**config.mk**
```make
export PLATFORM = sky130hd
export DESIGN_NAME = tdm_demux
export DESIGN_NICKNAME = d
export VERILOG_FILES = /design/src/rtl/tdm_demux.sv
export SDC_FILE = /design/constraint.sdc
export NUM_CORES = 1
export LEC_CHECK = 0
export CORE_ASPECT_RATIO = 0.6
export CORE_UTILIZATION = 46
export CTS_BUF_LIST = sky130_fd_sc_hd__clkbuf_4 sky130_fd_sc_hd__clkbuf_8 sky130_fd_sc_hd__clkbuf_16
export DETAILED_ROUTE_END_ITERATION = 10
export PLACE_DENSITY = 0.74
export RECOVER_POWER = 50
export SYNTH_ARGS = -nofsm -noshare
export SYNTH_HDL_FRONTEND = slang
export SYNTH_SLANG_ARGS = --single-unit
```
**constraint.sdc**
```tcl
create_clock -name CLK -period 1.63 [get_ports CLK]
set_input_delay 0.163 -clock CLK [delete_from_list [all_inputs] [get_ports CLK]]
set_output_delay 0.163 -clock CLK [all_outputs]
set_load 0.005 [all_outputs]
```
**src/rtl/tdm_demux.sv**
```systemverilog
// Time-division demultiplexer: one interleaved sample stream in, one aligned LANES-wide frame out.
// Latency: OUT/OUT_VALID update on the same edge that samples the last lane beat; one-cycle strobes.
// Backpressure: none. Every valid beat is consumed at 1 sample/clock, and back-to-back frames need no bubble.
//
// Ports:
//   CLK       rising-edge clock
//   RST       asynchronous, active-low reset
//   IN        input sample (DATA_WIDTH)
//   IN_VALID  IN carries a beat this cycle
//   SOF       beat is lane 0 of a new frame (ignored when IN_VALID=0)
//   OUT       last complete frame, lane i at OUT[i*DATA_WIDTH +: DATA_WIDTH]
//   OUT_VALID one-cycle strobe, OUT updated this cycle
//   LANE_ERR  one-cycle strobe on a framing violation
//
// Optional feature: define TDM_DEMUX_LANE_ERR_EN to build the LANE_ERR register.
// When the macro is undefined, LANE_ERR is constant 0 and the datapath is unchanged.

module tdm_demux #(
  parameter int DATA_WIDTH = 8,
  parameter int LANES      = 2   // legal range 2..16
) (
  input  logic                          CLK,
  input  logic                          RST,
  input  logic [DATA_WIDTH-1:0]         IN,
  input  logic                          IN_VALID,
  input  logic                          SOF,
  output logic [LANES*DATA_WIDTH-1:0]   OUT,
  output logic                          OUT_VALID,
  output logic                          LANE_ERR
);

  localparam int              CNT_W     = $clog2(LANES);
  localparam logic [CNT_W-1:0] LAST_LANE = CNT_W'(LANES - 1);

  typedef enum logic {
    S_IDLE    = 1'b0,
    S_COLLECT = 1'b1
  } state_t;

  state_t                    r_state;
  state_t                    w_next_state;
  logic [CNT_W-1:0]          r_lane_cnt;
  // The last lane never needs storage: it goes straight from IN into OUT.
  logic [DATA_WIDTH-1:0]     r_shadow [LANES-1];
  logic [LANES*DATA_WIDTH-1:0] r_out;
  logic                      r_out_valid;
  logic [LANES*DATA_WIDTH-1:0] w_frame;

  logic w_start;   // load lane 0 and (re)start a frame
  logic w_store;   // store a middle lane into the shadow
  logic w_done;    // final lane arrived, publish the frame
`ifdef TDM_DEMUX_LANE_ERR_EN
  logic w_err;
  logic r_lane_err;
`endif

  // State register
  always_ff @(posedge CLK or negedge RST) begin
    if (!RST) begin
      r_state <= S_IDLE;
    end else begin
      r_state <= w_next_state;
    end
  end

  // Next-state and datapath control
  always_comb begin
    w_next_state = r_state;
    w_start      = 1'b0;
    w_store      = 1'b0;
    w_done       = 1'b0;
`ifdef TDM_DEMUX_LANE_ERR_EN
    w_err        = 1'b0;
`endif
    unique case (r_state)
      S_IDLE: begin
        if (IN_VALID) begin
          if (SOF) begin
            w_start      = 1'b1;
            w_next_state = S_COLLECT;
          end else begin
            // Orphan beat: dropped, state stays IDLE.
`ifdef TDM_DEMUX_LANE_ERR_EN
            w_err = 1'b1;
`endif
          end
        end
      end
      S_COLLECT: begin
        if (IN_VALID) begin
          if (SOF) begin
            // Early SOF: abandon the partial frame and restart on this beat.
            w_start = 1'b1;
`ifdef TDM_DEMUX_LANE_ERR_EN
            w_err   = 1'b1;
`endif
          end else if (r_lane_cnt == LAST_LANE) begin
            w_done       = 1'b1;
            w_next_state = S_IDLE;
          end else begin
            w_store = 1'b1;
          end
        end
      end
      default: w_next_state = S_IDLE;
    endcase
  end

  // Completed frame: stored lanes below, the live beat on top.
  always_comb begin
    w_frame = '0;
    for (int i = 0; i < LANES - 1; i++) begin
      w_frame[i*DATA_WIDTH +: DATA_WIDTH] = r_shadow[i];
    end
    w_frame[(LANES-1)*DATA_WIDTH +: DATA_WIDTH] = IN;
  end

  // Datapath registers
  always_ff @(posedge CLK or negedge RST) begin
    if (!RST) begin
      r_lane_cnt  <= '0;
      r_out       <= '0;
      r_out_valid <= 1'b0;
      for (int i = 0; i < LANES - 1; i++) begin
        r_shadow[i] <= '0;
      end
    end else begin
      r_out_valid <= w_done;
      if (w_start) begin
        r_shadow[0] <= IN;
        r_lane_cnt  <= CNT_W'(1);
      end else if (w_store) begin
        for (int i = 1; i < LANES - 1; i++) begin
          if (r_lane_cnt == CNT_W'(i)) begin
            r_shadow[i] <= IN;
          end
        end
        r_lane_cnt <= r_lane_cnt + CNT_W'(1);
      end else if (w_done) begin
        r_out      <= w_frame;
        r_lane_cnt <= '0;
      end
    end
  end

`ifdef TDM_DEMUX_LANE_ERR_EN
  always_ff @(posedge CLK or negedge RST) begin
    if (!RST) begin
      r_lane_err <= 1'b0;
    end else begin
      r_lane_err <= w_err;
    end
  end
  assign LANE_ERR = r_lane_err;
`else
  assign LANE_ERR = 1'b0;
`endif

  assign OUT       = r_out;
  assign OUT_VALID = r_out_valid;

endmodule
```
; Word level (Yosys, flattened, before mapping)
; Index checks and enable logic that the tools add are counted.
[classes]
reduce_logical = 2
addsub = 1
n_mux = 16
bitwise = 3
[op_table]
columns = op, n
row1 = 1-bit 2-to-1 mux, 15
row2 = 1-bit NOT, 3
row3 = 3-bit AND reduction, 1
row4 = 3-bit nonzero test, 1
row5 = 1-bit case mux with 2 select lines, 1
row6 = "1-bit adder, second input constant", 1
[word_totals]
register_bits = 27
input_bits = 12
out_inout_bits = 18
elab_cells = 27

; Logic depth before layout (Yosys ltp)
; Gate-level depths: netlist of the first run.
[logic_depth]
word_depth = 7
ltp_mapped = 3
depth_no_buf = 2

; Worst setup path before layout of the first run
; Ideal clock, no wire load.
[synth_path]
kind = flip-flop to flip-flop
startpoint = reg r_lane_cnt
endpoint = reg r_out[10], in the netlist OUT[10]
arrival_time_ns = 1.041
stages_incl_launch_ff = 4
setup_ns = 0.125
path_slack_ns = 0.463
n_path_buf = 1
required_ns = 1.505
synth_period_minus_slack_ns = 1.167
cell_sequence = dfrtp_1 nand4b_4 buf_6 mux2_4
[synth_between]
elab_chain_cells = 6
elab_cells_between_ends = 10
classes_between = mux: 8 / bitwise: 1 / reduce/logical: 1
[synth_lines]
columns = item, line_no
row1 = from (decl), 42  ; logic [CNT_W-1:0] r_lane_cnt;
row2 = from (signal assigned), 138  ; r_lane_cnt <= r_lane_cnt + CNT_W'(1);
row3 = 1-bit 2-to-1 mux, 97  ; end else if (r_lane_cnt == LAST_LANE) begin
row4 = 1-bit 2-to-1 mux, 91  ; if (SOF) begin
row5 = 1-bit 2-to-1 mux, 90  ; if (IN_VALID) begin
row6 = 1-bit 2-to-1 mux, 75  ; unique case (r_state)
row7 = 1-bit NOT (no source line), --
row8 = 3-bit AND reduction (no source line) (*), --
row9 = to (signal assigned), 140  ; r_out <= w_frame;
row10 = to (decl), 45  ; logic [LANES*DATA_WIDTH-1:0] r_out;
; Every way passes the cells marked *; elsewhere a longest branch is shown, timed or not.
; A chain may end at the register's enable or synchronous reset.

; Worst setup path after layout of the first run
[layout_path]
startpoint = reg r_out[6], in the netlist OUT[6]
endpoint = out OUT[6]
[layout_lines]
columns = item, line_no
row1 = to (decl), 27  ; output logic [LANES*DATA_WIDTH-1:0] OUT,
; No word-level cell between the ends.

==> impl_metrics.toml, run 1 <==
[drt]
drtPass1Iterations = 2
wl_per_cell_um = 13.9
first_iter_violations = 17
drc = 0
via_per_inst = 4.78
ant_nets = 0
routed_wl_um = 1710
vias = 588

[logic_synthesis]
yosys_warnings = 0
ys_types = 12
avgSynthCellArea_um2 = 17.4
synth_area_mm2 = 0.00106
synthDominantCellAreaShare_pct = 63.8
synth_seq_cells = 27
synthCells = 61
yosysTopAreaCell = "dfrtp_1"
syn_nets = 73
synthTopCellsByArea = "dfrtp_1 64%, mux2_2 17%, mux2_4 11%, nand4b_4 2.2%, buf_6 1.1%"
seq_area_frac_synth_pct = 63.8

[layout]
layout_common_cells = "27 x dfrtp_1, 26 x clkdlybuf4s50_1, 16 x mux2_2"
syn2layout_area_growth_pct = 32.4
design_area_mm2 = 0.00140
final_core_util_pct = 64.8
fillers = 173
multiInputGateArea_um2 = 330
drive_gt1_share_pct = 28.0
regArea_um2 = 676
antenna-diode-count = 0
final_common_cell = "dfrtp_1"
nets = 106

[placed_design]
detailed_place.area_mm2 = 0.00139
place_ws_ns = 0.0687
gp_congestion = 0.690
dp_hpwl_um = 1170
portBuffers = 28

[grt]
first_global_vias = 574
grt_max_degree = 28
grt_pass1_wl_um = 2750
grt_use_total_pct = 15.9
antenna_found_initial = 0
grt-ovfl-total = 0

[floorplanning]
ioPinCount = 30
dieWidth_um = 63.9
start_util_pct = 48.9
dieArea_mm2 = 0.00250
core_area_mm2 = 0.00216
die_h_um = 39.2
rows = 13

[clock_network]
cts.htree.levels = 1
worst_skew_pair.late_latency_ns = 0.28
cts_resized = 0
cts_setup_buffers = 0
cts_made_buffers = 3
hold_buffers = 0
clk_pin_slew_worst_paths_ns = 0.10
numClockSinks = 27
clockBufferDepth = 2
root_buffer = "clkbuf_8"
cts_tree = "yes"

[hold_path]
hold_path_class = "primary input to asynchronous set/reset pin"

[power]
p_leak_uw = 0.000619
power_uw = 2150
p_sw_uw = 521
switching_share_pct = 24.2
internal-power_uw = 1630
p_comb_share_pct = 34.3
seqPwrFrac_pct = 47.9
p_per_area_mw_per_mm2 = 1540
ir_drop_mv = 0.853
p_clk_share_pct = 17.7

[worst_setup_path]
cp_max_fo = 2
required_ns = 1.47
startpoint_type = "flip-flop"
crit_arrival_ns = 1.17
cpMaxStageDelayCell = "clkdlybuf4s50_1"
cp_num_buf_inv = 1
criticalPathCategory = "flip-flop to primary output"
crit_chain = "clkdlybuf4s50_1"
cp_slowest_stage_delay_ns = 0.51
endpoint_kind = "primary output"
path_delay_family = "buffers and inverters"

[sta]
grt_setup_unrepaired = "no"
tns_ns = 0
final.setup.worst_slack_ns = 0.300
slew_violations = 0
finalClockSkew_ns = 0.0132
period_share_pct = 81.6
setup_viol = 0
fmax_mhz = 752
relSlewSlack_pct = 55.9
hold_viol = 0
finalCriticalPeriod_ns = 1.33
tightestPinTransition_ns = 0.661

[outcome]
status = "complete, no violations"

[flow_run]
maxCapViolations = 0
==> synth_stat cells <==
cell,n
a22o_1,1
buf_4,1
buf_6,1
conb_1,1
dfrtp_1,27
inv_1,1
mux2_2,16
mux2_4,8
nand2_1,2
nand4b_4,1
o211a_1,1
or3_1,1
==> power groups by stage <==
stage	clock, uW	combinational [uW]	sequential [uW]
floorplan	0	300	1050
global placement	0	779	1040
detailed placement	0	793	1050
CTS	395	796	1040
global route	407	802	1060
finish	382	739	1030
==> layout make-up <==
type / count / area share, %
Tap cell: 30 / 2.68
Timing Repair Buffer: 30 / 21.8
Clock buffer: 3 / 2.95
Multi-Input combinational cell: 31 / 23.6
Clock inverter: 1 / 0.536
Inverter: 1 / 0.268
Sequential cell: 27 / 48.2
==> through the flow <==
| stage | hold WS (ns) | instances |
|---|---|---|
| floorplan | -0.133 | 61 |
| global placement | 0.486 | 119 |
| detailed placement | 0.492 | 119 |
| CTS | 0.256 | 123 |
| global route | 0.495 | 123 |
| finish | 0.433 | 123 |
==> per-layer routing <==
layer	part of all wire, %	up-vias	global-route usage (%)
li1	-	278	-
met2	42	23	23.7
met1	49	287	21.1
met5	0	-	0
met3	8.3	0	6.47
met4	0	0	5.11
==> cells by family (layout without fill, tap and decap cells) <==
| family | count (synthesis) | count (layout) | share of synthesized area, % |
|---|---|---|---|
| buf+inv | 3 | 35 | 2.13 |
| other cells | 1 | 1 | 0.354 |
| simple gates | 4 | 4 | 3.55 |
| flops | 27 | 27 | 63.8 |
| mux | 24 | 24 | 28.4 |
| compound gates | 2 | 2 | 1.77 |
==> state kept, by name (all words and copies together), names as in the netlist <==
register,count
OUT_VALID,1
r_lane_cnt,1
r_shadow,8
OUT,16
r_state,1
==> final timing paths <==
check / start / end / slack, ns / cells after the start
max reg2reg: r_lane_cnt / OUT[1] / 0.41 / 3
min: RST / OUT[0] / 0.43 / 2
max in group asynchronous: RST / r_shadow[1] / 0.76 / 2
max: OUT[6] / OUT[6] / 0.30 / 1
min in group CLK: OUT[13] / OUT[13] / 0.50 / 1
min reg2reg: OUT[13] / OUT[13] / 0.50 / 1
Note: power is estimated with default switching activity, not from simulation.
==> inputs of run 2 (changes only) <==
clock period = 1.3 ns   (was 1.63 ns; I/O delays follow)
==> run 2 against run 1 <==
- register-to-register slack worse by 0.27 ns
- core utilization grew 5.1 points
- via count rose by 1.9%
- cell area increased by 7.9%
- combinational power is 41% higher
- clock-buffer cell count rose by 1
- sequential cell count unchanged
- critical path depth stayed put
- clock power up 21%
- die area unchanged
- worst hold slack worse by 0.020 ns
- critical path type unchanged
==> impl_metrics.toml, run 2 (synthesis gave the netlist of run 1 again) <==
[worst_setup_path]
r2r-end = "OUT[15]"
required_ns = 1.17
cpMaxStageDelayCell = "clkdlybuf4s50_1"
setup.worst_path.end = "OUT[5]"
startpoint_type = "flip-flop"
r2r_slack_ns = 0.14
cp.depth = 1
endpoint_kind = "primary output"
r2r-start = "r_lane_cnt"
crit_chain = "clkdlybuf4s50_1"
criticalPathCategory = "flip-flop to primary output"
cp_slowest_stage_delay_ns = 0.50
crit_arrival_ns = 1.13
r2r_cells = 3
cp_num_buf_inv = 1
cp_max_fo = 2
path_delay_family = "buffers and inverters"
startpoint = "OUT[5]"

[sta]
setup_viol = 0
hold_viol = 0
finalCriticalPeriod_ns = 1.26
relSlewSlack_pct = 57.1
tns_ns = 0
finalClockSkew_ns = 0.00348
fmax_mhz = 793
tightestPinTransition_ns = 0.644
slew_violations = 0
period_share_pct = 97.0

[drt]
first_iter_violations = 18
wl_per_cell_um = 13.4
drc = 0
drtPass1Iterations = 2
routed_wl_um = 1750
ant_nets = 0
via_per_inst = 4.57
vias = 599

[clock_network]
cts_made_buffers = 3
root_buffer = "clkbuf_8"
clockBufferDepth = 2
cts.htree.levels = 1
cts_tree = "yes"
hold_buffers = 0
numClockSinks = 27
clk_pin_slew_worst_paths_ns = 0.08
worst_skew_pair.late_latency_ns = 0.26

[floorplanning]
dieArea_mm2 = 0.00250
dieWidth_um = 63.9
rows = 13
die_h_um = 39.2
core_area_mm2 = 0.00216
ioPinCount = 30
start_util_pct = 48.9

[outcome]
status = "complete, no violations"

[power]
p_per_area_mw_per_mm2 = 1870
power_uw = 2820
ir_drop_mv = 1.23
p_leak_uw = 0.000733

[layout]
nets = 114
largest_reg_flops = 16
layout_common_cells = "27 x dfrtp_1, 21 x clkdlybuf4s50_1, 16 x mux2_2"
syn2layout_area_growth_pct = 42.8
fillers = 160
antenna-diode-count = 0
drive_gt1_share_pct = 38.6
final_common_cell = "dfrtp_1"

[placed_design]
portBuffers = 28
gp_congestion = 0.740

[hold_path]
hold_path_class = "primary input to asynchronous set/reset pin"

[grt]
grt-ovfl-total = 0
met1_usage_pct = 23.7
grt_max_degree = 28
grt_pass1_wl_um = 2790
gr-usage-met2_pct = 22.9
antenna_found_initial = 0
grtUsageMet3_pct = 5.88
busiest_layer = "met1"
first_global_vias = 583
grt_use_total_pct = 16.0

[flow_run]
maxCapViolations = 0
==> run 2: cell type report <==
cell class	instances	area, um2	area share, %
multi-input combinational	31	360	23.8
tap	30	37.5	2.48
timing repair buffer	38	385	25.5
clock buffer	4	48.8	3.23
inverter	1	3.75	0.248
sequential	27	676	44.7
==> run 2: worst min path at each step <==
stage | from | to | slack [ns] | cells past startpoint
floorplan | RST | OUT[0] | -0.17 | 0
global placement | r_shadow[4] | OUT[4] | 0.48 | 1
detailed placement | r_shadow[5] | OUT[5] | 0.49 | 1
CTS | RST | OUT[8] | 0.24 | 2
global route | RST | r_state | 0.47 | 2
finish | RST | OUT[8] | 0.41 | 2
==> run 2: metal layers <==
| metal | vias to the layer above | part of all wire, % |
|---|---|---|
| met5 | - | 0 |
| met4 | 0 | 0 |
| met3 | 0 | 5.9 |
| met2 | 23 | 41 |
| met1 | 282 | 53 |
| li1 | 294 | - |
==> run 2: per-stage QoR <==
step           hold slack (ns)  area, um2  utilization [%]  setup slack (ns)  std cells
6_report                 0.413       1510             69.9            0.0390        131
5_1_grt                  0.467       1510             69.9          -0.00374        131
4_1_cts                  0.235       1480             68.6           0.00487        128
3_5_place_dp             0.489       1440             66.3            -0.144        124
3_3_place_gp             0.482       1440             66.3            -0.105        124
2_1_floorplan           -0.166       1060                -             0.133         61
==> run 2: report_power, final <==
| group | switching, uW | internal (uW) | total [uW] |
|---|---|---|---|
| logic | 258 | 787 | 1040 |
| clock network | 224 | 239 | 464 |
| registers | 174 | 1140 | 1310 |
| total | 656 | 2160 | 2820 |
==> run 2: what timing repair did <==
action,4_1_cts,5_1_grt
setup endpoints to repair,0,8
resized for setup,0,5
setup buffers,0,3
